**src/rtl/updown_sweep_pkg.sv**
```systemverilog
// Shared types and default widths for the up/down sweep sequencer.
// Latency: n/a (types and constants only).
// Backpressure: n/a.
package updown_sweep_pkg;

  localparam int DEF_WIDTH  = 4;
  localparam int DEF_HOLD_W = 4;

  typedef enum logic [2:0] {
    ST_IDLE = 3'd0,
    ST_UP   = 3'd1,
    ST_HOLD = 3'd2,
    ST_DOWN = 3'd3,
    ST_DONE = 3'd4
  } state_t;

endpackage

```
**src/rtl/updown_cnt.sv**
```systemverilog
// Up/down counter with synchronous clear and count enable.
// Latency: count changes on the edge after en/clr are sampled.
// Backpressure: none; clear wins over enable, the owner guarantees no wrap.
module updown_cnt #(
  parameter int WIDTH = 4
) (
  input  logic             i_clk,
  input  logic             i_rst_n,
  input  logic             i_clr,
  input  logic             i_en,
  input  logic             i_up,
  output logic [WIDTH-1:0] o_count
);

  localparam logic [WIDTH-1:0] ONE = {{(WIDTH-1){1'b0}}, 1'b1};

  logic [WIDTH-1:0] r_count;

  // Counter register: clear has priority, otherwise step in the requested direction.
  always_ff @(posedge i_clk or negedge i_rst_n) begin
    if (!i_rst_n) begin
      r_count <= '0;
    end else if (i_clr) begin
      r_count <= '0;
    end else if (i_en) begin
      r_count <= i_up ? (r_count + ONE) : (r_count - ONE);
    end
  end

  assign o_count = r_count;

endmodule

```
**src/rtl/updown_sweep_ctrl.sv**
```systemverilog
// Triangle-sweep sequencer: 0 -> limit, dwell hold+1 cycles, back to 0, pulse done.
// Latency: done rises 2*limit+hold+1 edges after the start-sampling edge.
// Backpressure: none; start/limit/hold ignored while busy. Option UPDOWN_SWEEP_REPEAT_EN adds rpt.
module updown_sweep_ctrl
  import updown_sweep_pkg::*;
#(
  parameter int WIDTH  = DEF_WIDTH,
  parameter int HOLD_W = DEF_HOLD_W
) (
  input  logic              clk,
  input  logic              rst,
  input  logic              start,
  input  logic              abort,
  input  logic [WIDTH-1:0]  limit,
  input  logic [HOLD_W-1:0] hold,
`ifdef UPDOWN_SWEEP_REPEAT_EN
  input  logic              rpt,
`endif
  output logic [WIDTH-1:0]  count,
  output logic              up,
  output logic              busy,
  output logic              at_peak,
  output logic              done
);

  localparam logic [WIDTH-1:0]  ONE_W = {{(WIDTH-1){1'b0}}, 1'b1};
  localparam logic [HOLD_W-1:0] ONE_H = {{(HOLD_W-1){1'b0}}, 1'b1};

  state_t            r_state;
  logic [WIDTH-1:0]  r_limit;
  logic [HOLD_W-1:0] r_hold;
  logic [HOLD_W-1:0] r_dwell;
  logic              r_up;
  logic              r_busy;
  logic              r_at_peak;
  logic              r_done;

  logic [WIDTH-1:0]  w_count;
  logic              w_cnt_en;
  logic              w_cnt_up;
  logic              w_cnt_clr;
  logic              w_at_top;
  logic              w_at_one;

  // Counter controls are decoded from the state register; abort clears the count
  // on the same edge the FSM returns to IDLE.
  assign w_cnt_en  = (r_state == ST_UP) || (r_state == ST_DOWN);
  assign w_cnt_up  = (r_state == ST_UP);
  assign w_cnt_clr = abort && (r_state != ST_IDLE);

  // Peak is reached when the increment about to happen lands on the latched limit;
  // the floor is reached when the decrement about to happen lands on zero.
  assign w_at_top = ((w_count + ONE_W) == r_limit);
  assign w_at_one = (w_count == ONE_W);

  updown_cnt #(
    .WIDTH (WIDTH)
  ) u_cnt (
    .i_clk   (clk),
    .i_rst_n (rst),
    .i_clr   (w_cnt_clr),
    .i_en    (w_cnt_en),
    .i_up    (w_cnt_up),
    .o_count (w_count)
  );

  // Sweep FSM with dwell counter, start-time latches and registered status outputs.
  always_ff @(posedge clk or negedge rst) begin
    if (!rst) begin
      r_state   <= ST_IDLE;
      r_limit   <= '0;
      r_hold    <= '0;
      r_dwell   <= '0;
      r_up      <= 1'b1;
      r_busy    <= 1'b0;
      r_at_peak <= 1'b0;
      r_done    <= 1'b0;
    end else begin
      // Pulse-style outputs default low; each branch re-asserts what it needs.
      r_done    <= 1'b0;
      r_at_peak <= 1'b0;
      if (abort) begin
        r_state <= ST_IDLE;
        r_busy  <= 1'b0;
        r_up    <= 1'b1;
      end else begin
        case (r_state)
          ST_IDLE: begin
            if (start) begin
              r_limit <= limit;
              r_hold  <= hold;
              if (limit != '0) begin
                r_state <= ST_UP;
                r_busy  <= 1'b1;
              end else begin
                // Zero-height sweep: report completion without ever going busy.
                r_state <= ST_DONE;
                r_done  <= 1'b1;
              end
            end
          end
          ST_UP: begin
            if (w_at_top) begin
              r_state   <= ST_HOLD;
              r_dwell   <= r_hold;
              r_at_peak <= 1'b1;
            end
          end
          ST_HOLD: begin
            // Dwell counts hold..0, giving hold+1 cycles at the peak.
            if (r_dwell == '0) begin
              r_state <= ST_DOWN;
              r_up    <= 1'b0;
            end else begin
              r_dwell   <= r_dwell - ONE_H;
              r_at_peak <= 1'b1;
            end
          end
          ST_DOWN: begin
            if (w_at_one) begin
              r_state <= ST_DONE;
              r_done  <= 1'b1;
              r_up    <= 1'b1;
`ifdef UPDOWN_SWEEP_REPEAT_EN
              // Keep busy through DONE when another sweep is being requested.
              r_busy  <= rpt;
`else
              r_busy  <= 1'b0;
`endif
            end
          end
          ST_DONE: begin
`ifdef UPDOWN_SWEEP_REPEAT_EN
            if (rpt) begin
              r_limit <= limit;
              r_hold  <= hold;
              if (limit != '0) begin
                r_state <= ST_UP;
                r_busy  <= 1'b1;
              end else begin
                r_state <= ST_DONE;
                r_done  <= 1'b1;
                r_busy  <= 1'b0;
              end
            end else begin
              r_state <= ST_IDLE;
              r_busy  <= 1'b0;
            end
`else
            r_state <= ST_IDLE;
            r_busy  <= 1'b0;
`endif
          end
          default: begin
            r_state <= ST_IDLE;
            r_busy  <= 1'b0;
            r_up    <= 1'b1;
          end
        endcase
      end
    end
  end

  assign count   = w_count;
  assign up      = r_up;
  assign busy    = r_busy;
  assign at_peak = r_at_peak;
  assign done    = r_done;

endmodule

```
**config.mk**
```make
export PLATFORM = sky130hd
export DESIGN_NAME = updown_sweep_ctrl
export DESIGN_NICKNAME = d
export VERILOG_FILES = /design/src/rtl/updown_sweep_pkg.sv /design/src/rtl/updown_cnt.sv /design/src/rtl/updown_sweep_ctrl.sv
export SDC_FILE = /design/constraint.sdc
export NUM_CORES = 1
export LEC_CHECK = 0
export CORE_ASPECT_RATIO = 0.75
export CORE_MARGIN = 2
export CORE_UTILIZATION = 57
export DETAILED_ROUTE_END_ITERATION = 12
export PLACE_DENSITY = 0.93
export SLEW_MARGIN = 20
export SYNTH_ARGS = -nofsm -noshare
export SYNTH_HDL_FRONTEND = slang
export SYNTH_SLANG_ARGS = --single-unit
```
**constraint.sdc**
```tcl
create_clock -name clk -period 2.8 [get_ports clk]
set_clock_uncertainty 0.05 [all_clocks]
set_input_delay 0.56 -clock clk [delete_from_list [all_inputs] [get_ports clk]]
set_output_delay 0.56 -clock clk [all_outputs]
set_load 0.05 [all_outputs]
```
==> summary.txt, run 1 <==
Run status
  • Status: complete, no violations

Clocking
  • Max Buffers Root-to-Sink: 2
  • Clock Pin Slew Worst Setup and Hold Paths: 0.14 ns
  • Total CTS buffers: 3
  • CTS tree: done
  • Worst-Skew Late Latency: 0.33 ns
  • CTS Hold Buffers Added: 0
  • H-tree depth: 1
  • # Post-CTS Setup Buffers: 0
  • Post-cts sizing count: 0
  • Clock Sink Count: 23
  • Clock root buffer: clkbuf_4

Critical path
  • Largest delay share family, worst path: buffers and inverters
  • Cells along the critical path: clkdlybuf4s50_1
  • Crit-path slowest cell: clkdlybuf4s50_1
  • Worst Setup End Kind: output pin
  • CP arrival: 1.75 ns
  • Critical path's largest stage delay: 0.87 ns
  • Startpoint Class: flip-flop
  • Setup CP Type: flip-flop to output pin
  • Max FO, Critical Path: 9
  • Worst Path Buf+Inv: 1
  • Critical path required time: 2.19 ns

Yosys
  • Async set or reset register ratio after synthesis: 100%
  • Syn. warnings: 0
  • Dominant cells by area after synthesis: dfrtp_1, mux2_2, a21oi_1
  • Gate Count Post-Synth: 131
  • Ys flop type: dfrtp_1
  • Most common cell in the synthesized netlist: dfrtp_1
  • Netlist cell types: 43
  • Most frequent cells after synthesis: dfrtp_1, nor2_1, a21oi_1, mux2_2, nand2_1
  • Sequential element share of the synthesized area: 43.2%
  • Synthesized cell area: 1340 sq um
  • Yosys top cell area share: 41.2%
  • Post-synth EDFFs: 0
  • Net Count, Synth: 147
  • #FFs+latches synth: 23
  • Largest area contributor in the netlist: dfrtp_1
  • Syn avg cell area: 10.2 sq um

Timing
  • Worst hold margin: 0.484 ns
  • Fin crit share: 84.1%
  • Setup ws final: 0.444 ns
  • Post-layout min period: 2.36 ns
  • Final setup viols: 0
  • Slew Viols, Final: 0
  • Sum Neg Setup Slack: 0 ns
  • Unrepaired setup endpoints after global routing: no
  • Rel. slew slack: 63.4%
  • Least-Margin Pin Slew: 0.548 ns
  • Final hold vios: 0
  • Max Freq: 424 MHz

Global route
  • Gr usage total: 25.3%
  • Largest net degree at the start of global routing: 24
  • Initial antenna violation count: 0
  • Total gr overflow: 0
  • Vias in the first global route: 1083
  • First-pass GRT wire length: 4.95 mm

Cells and area
  • Ant diodes: 0
  • Non-Filler Instances: 175
  • Design area: 1570 sq um
  • Layout cells sized above 1: 17.3%
  • Number of fillers in the final layout: 176
  • Synthesis-to-finish area growth: 17.6%
  • Fin nets: 167
  • Fin util: 69.7%

Place
  • Gpl congestion: 0.868
  • Placed Area: 1540 sq um
  • PortBufs: 19
  • Pre-CTS setup slack: 0.463 ns
  • Placed Cells: 171
  • Dpl hpwl: 2.23 mm

Die
  • CORE AREA: 2250 sq um
  • Die ar.: 2750 sq um
  • # IOs: 20
  • Chip height: 45.9 microns
  • Die X: 59.9 microns
  • Initial Util: 59.3%
  • Site Rows: 15

Route
  • Total wire length: 2.96 mm
  • Pre-antenna DRT Iters: 5
  • Routed len/inst: 16.9 microns
  • Vias per inst: 6.34
  • Antenna-violating nets left: 0
  • Drt drc: 0
  • First DRT Iteration DRCs: 48
  • DR vias: 1109

Pwr
  • Sequential share of power: 40.3%
  • Leakage: 0.657 nW
  • Combinational fraction of design power: 48.8%
  • Peak supply drop: 517 uV
  • Clk pwr share: 10.9%
  • Switching pwr: 614 uW
  • Sw Ratio: 43.3%
  • Pwr/cell area: 904 nW/um^2
  • Pint: 806 uW
  • Power Total: 1.42 mW

Hold path
  • Min-delay worst type: flip-flop to flip-flop

Job
  • Maxcap violations: 0
-- final timing paths --
check,to,startpoint,slack (ns),cells after the start
worst max-delay path,count[0],u_cnt.o_count[0],0.44,1
worst min-delay path,r_dwell[0],r_hold[0],0.48,1
worst max register to register,r_dwell[0],u_cnt.o_count[0],0.60,7
worst min register to register,r_dwell[0],r_hold[0],0.48,1
max in group asynchronous,up,rst,1.92,2
min in group asynchronous,at_peak,rst,0.51,2
-- layer usage --
metal	vias to the layer above	part of all wire (%)	global-route usage, %
li1	506	-	-
met1	530	40	30.7
met2	61	50	42.8
met3	12	7.6	7.10
met4	0	2.2	10.2
met5	-	0	0
-- sequential cells by signal, summed over array words and instances (netlist names) --
| signal | cells |
|---|---|
| at_peak | 1 |
| busy | 1 |
| done | 1 |
| r_dwell | 4 |
| r_hold | 4 |
| r_limit | 4 |
| r_state | 3 |
| u_cnt.o_count | 4 |
| up | 1 |
-- power by group through the flow --
stage	sequential, mW	clock [mW]	combinational, mW
4_1_cts	0.569	0.155	0.690
2_1_floorplan	0.635	0	0.426
5_1_grt	0.588	0.172	0.746
3_3_place_gp	0.562	0	0.648
3_5_place_dp	0.577	0	0.687
6_report	0.572	0.155	0.693
-- layout make-up --
class	instances	area, sq um	share of cell area (%)
flip-flops and latches	23	577	36.7
clock buffers	3	22.5	1.43
well taps	25	31.3	1.99
inverters	6	22.5	1.43
multi-input cells	97	714	45.5
repair buffers	20	198	12.6
clock inverters	1	5.00	0.319
-- cells in the final DEF (no fill, tap or decap), types with 3 or more instances in the layout --
master,netlist,final
a21oi_1,10,10
clkbuf_4,0,3
clkdlybuf4s50_1,0,19
dfrtp_1,22,22
ha_1,4,4
inv_1,6,6
mux2_2,8,8
nand2_1,7,7
nand3_1,5,5
nor2_1,13,13
nor2b_1,3,3
nor3_1,3,3
nor3b_1,3,3
o21ai_0,6,6
-- logic make-up (layout without fill, tap and decap cells) --
kind of cell / after synthesis / after routing / share of synthesized area (%)
AO/OA/AOI/OAI: 28 / 28 / 14.9
multiplexers: 10 / 10 / 8.25
AND/OR/NAND/NOR: 50 / 50 / 21.7
adder cells (fa/ha/maj): 4 / 4 / 3.75
XOR/XNOR: 5 / 5 / 4.87
flip-flops: 23 / 23 / 43.2
buffers and inverters: 11 / 30 / 3.28
Power figures use the tool's default switching activity.
==> inputs of run 2 (changes only) <==
- CORE_UTILIZATION: 57 -> 53
- PLACE_DENSITY: 0.93 -> 0.88
- clock period: 2.8 -> 2.5 ns (I/O delays scaled with it)
==> summary.txt, run 2 (synthesis gave the netlist of run 1 again) <==
Route
  • Antenna-violating nets left: 0 (unchanged)
  • Vias per inst: 5.62 (was 6.34)
  • Pre-antenna DRT Iters: 4 (was 5)
  • Routed len/inst: 15.7 microns (was 16.9 microns)
  • Drt drc: 0 (unchanged)
  • First DRT Iteration DRCs: 44 (was 48)
  • DR vias: 1046 (was 1109)
  • Total wire length: 2.92 mm (was 2.96 mm)

Timing
  • Sum Neg Setup Slack: 0 ns (unchanged)
  • Max Freq: 449 MHz
  • Final hold vios: 0 (unchanged)
  • Final setup viols: 0 (unchanged)
  • Least-Margin Pin Slew: 0.542 ns (was 0.548 ns)
  • Slew Viols, Final: 0 (unchanged)
  • Post-layout min period: 2.23 ns
  • Setup ws final: 0.274 ns (was 0.444 ns)
  • Unrepaired setup endpoints after global routing: no (unchanged)
  • Fin crit share: 89.0%
  • Rel. slew slack: 63.9% (was 63.4%)

Global route
  • Initial antenna violation count: 0 (unchanged)
  • First-pass GRT wire length: 4.65 mm (was 4.95 mm)
  • Vias in the first global route: 981 (was 1083)
  • Total gr overflow: 0 (unchanged)
  • Largest net degree at the start of global routing: 17 (was 24)
  • Gr usage total: 23.0% (was 25.3%)

Critical path
  • CP arrival: 1.68 ns (was 1.75 ns)
  • Worst Setup End Kind: output pin (unchanged)
  • Setup CP Type: flip-flop to output pin (unchanged)
  • Worst Path Buf+Inv: 1 (unchanged)
  • Cells along the critical path: clkdlybuf4s50_1 (unchanged)
  • R2R Path End: r_dwell[0] (unchanged)
  • Critical path's largest stage delay: 0.80 ns (was 0.87 ns)
  • Max FO, Critical Path: 3 (was 9)
  • R2R cell count: 7 (unchanged)
  • Largest delay share family, worst path: buffers and inverters (unchanged)
  • Crit-path slowest cell: clkdlybuf4s50_1 (unchanged)
  • Startpoint Class: flip-flop (unchanged)
  • Critical path required time: 1.95 ns (was 2.19 ns)
  • Worst r2r src: u_cnt.o_count[1] (was u_cnt.o_count[0])
  • Reg2Reg Setup Slack: 0.36 ns (was 0.60 ns)
  • Beginning of the critical path: up (was u_cnt.o_count[0])

Clocking
  • CTS tree: done (unchanged)
  • CTS Hold Buffers Added: 0 (unchanged)
  • Worst-Skew Late Latency: 0.31 ns (was 0.33 ns)
  • H-tree depth: 1 (unchanged)
  • Clock Sink Count: 23 (unchanged)
  • Clock Pin Slew Worst Setup and Hold Paths: 0.13 ns (was 0.14 ns)
  • # Post-CTS Setup Buffers: 0 (unchanged)
  • Max Buffers Root-to-Sink: 2 (unchanged)
  • Total CTS buffers: 3 (unchanged)
  • Post-cts sizing count: 0 (unchanged)
  • Clock root buffer: clkbuf_4 (unchanged)

Cells and area
  • Synthesis-to-finish area growth: 19.6% (was 17.6%)
  • Number of fillers in the final layout: 187 (was 176)
  • Ant diodes: 0 (unchanged)
  • Layout cells sized above 1: 18.4% (was 17.3%)
  • Most common cell after layout, fill and taps aside: dfrtp_1 (unchanged)
  • Most frequent cells in the layout: dfrtp_1, clkdlybuf4s50_1, nor2_1 (unchanged)
  • Fin nets: 169 (was 167)

Run status
  • Status: complete, no violations (unchanged)

Die
  • Initial Util: 56.9% (was 59.3%)
  • Site Rows: 15 (unchanged)
  • # IOs: 20 (unchanged)
  • Chip height: 47.5 microns (was 45.9 microns)
  • CORE AREA: 2350 sq um (was 2250 sq um)
  • Die X: 62.0 microns (was 59.9 microns)
  • Die ar.: 2940 sq um (was 2750 sq um)

Place
  • Dpl hpwl: 2.22 mm (was 2.23 mm)
  • Gpl congestion: 0.852 (was 0.868)
  • Pre-CTS setup slack: 0.339 ns (was 0.463 ns)
  • PortBufs: 19 (unchanged)

Pwr
  • Pwr/cell area: 995 nW/um^2 (was 904 nW/um^2)
  • Leakage: 0.667 nW (was 0.657 nW)
  • Peak supply drop: 546 uV (was 517 uV)

Job
  • Maxcap violations: 0 (unchanged)

Hold path
  • Min-delay worst type: primary input to asynchronous set/reset pin (was flip-flop to flip-flop)
==> run 2: stage by stage <==
stage | power (mW) | std cells | area (sq um) | hold slack, ns | util, %
after global placement | 1.37 | 182 | 1570 | 0.440 | 66.9
after detailed placement | 1.42 | 182 | 1570 | 0.448 | 66.9
final | 1.59 | 186 | 1600 | 0.434 | 68.1
after CTS | 1.59 | 186 | 1600 | 0.444 | 68.1
after floorplan | 1.19 | 131 | 1340 | 0.154 | -
after global routing | 1.69 | 186 | 1600 | 0.448 | 68.1
==> run 2: how the worst max path moves through the flow <==
stage	end	cells after the start
finish	up	1
global route	r_dwell[0]	7
CTS	up	1
detailed placement	r_state[0]	6
global placement	r_dwell[0]	6
floorplan	r_dwell[0]	7
==> run 2: routing by layer <==
layer | up-vias | track usage, % | wire [microns]
li1 | 511 | - | -
met1 | 498 | 32.0 | 1360
met2 | 33 | 36.0 | 1340
met3 | 4 | 6.76 | 182
met4 | 0 | 5.53 | 37
met5 | - | 0 | 0
==> run 2: power breakdown <==
group | total, mW | switching (mW) | internal [mW]
Combinational | 0.791 | 0.427 | 0.364
Clock | 0.172 | 0.112 | 0.0598
Sequential | 0.625 | 0.137 | 0.488
Total | 1.59 | 0.677 | 0.912
==> run 2: area by class of cell <==
cell class	instances	area, sq um	share of cell area [%]
multi-input combinational	97	714	44.7
sequential	23	577	36.1
clock inverter	1	5.00	0.313
clock buffer	3	22.5	1.41
tap	34	42.5	2.66
timing repair buffer	22	213	13.3
inverter	6	22.5	1.41
==> run 2: worst register-to-register path, cell delays in order (launching register included) <==
cell	delay [ns]
dfrtp_1	0.45
inv_1	0.13
ha_1	0.35
xor2_1	0.20
nor3_2	0.26
nand3_2	0.20
a31o_1	0.25
a31o_1	0.17
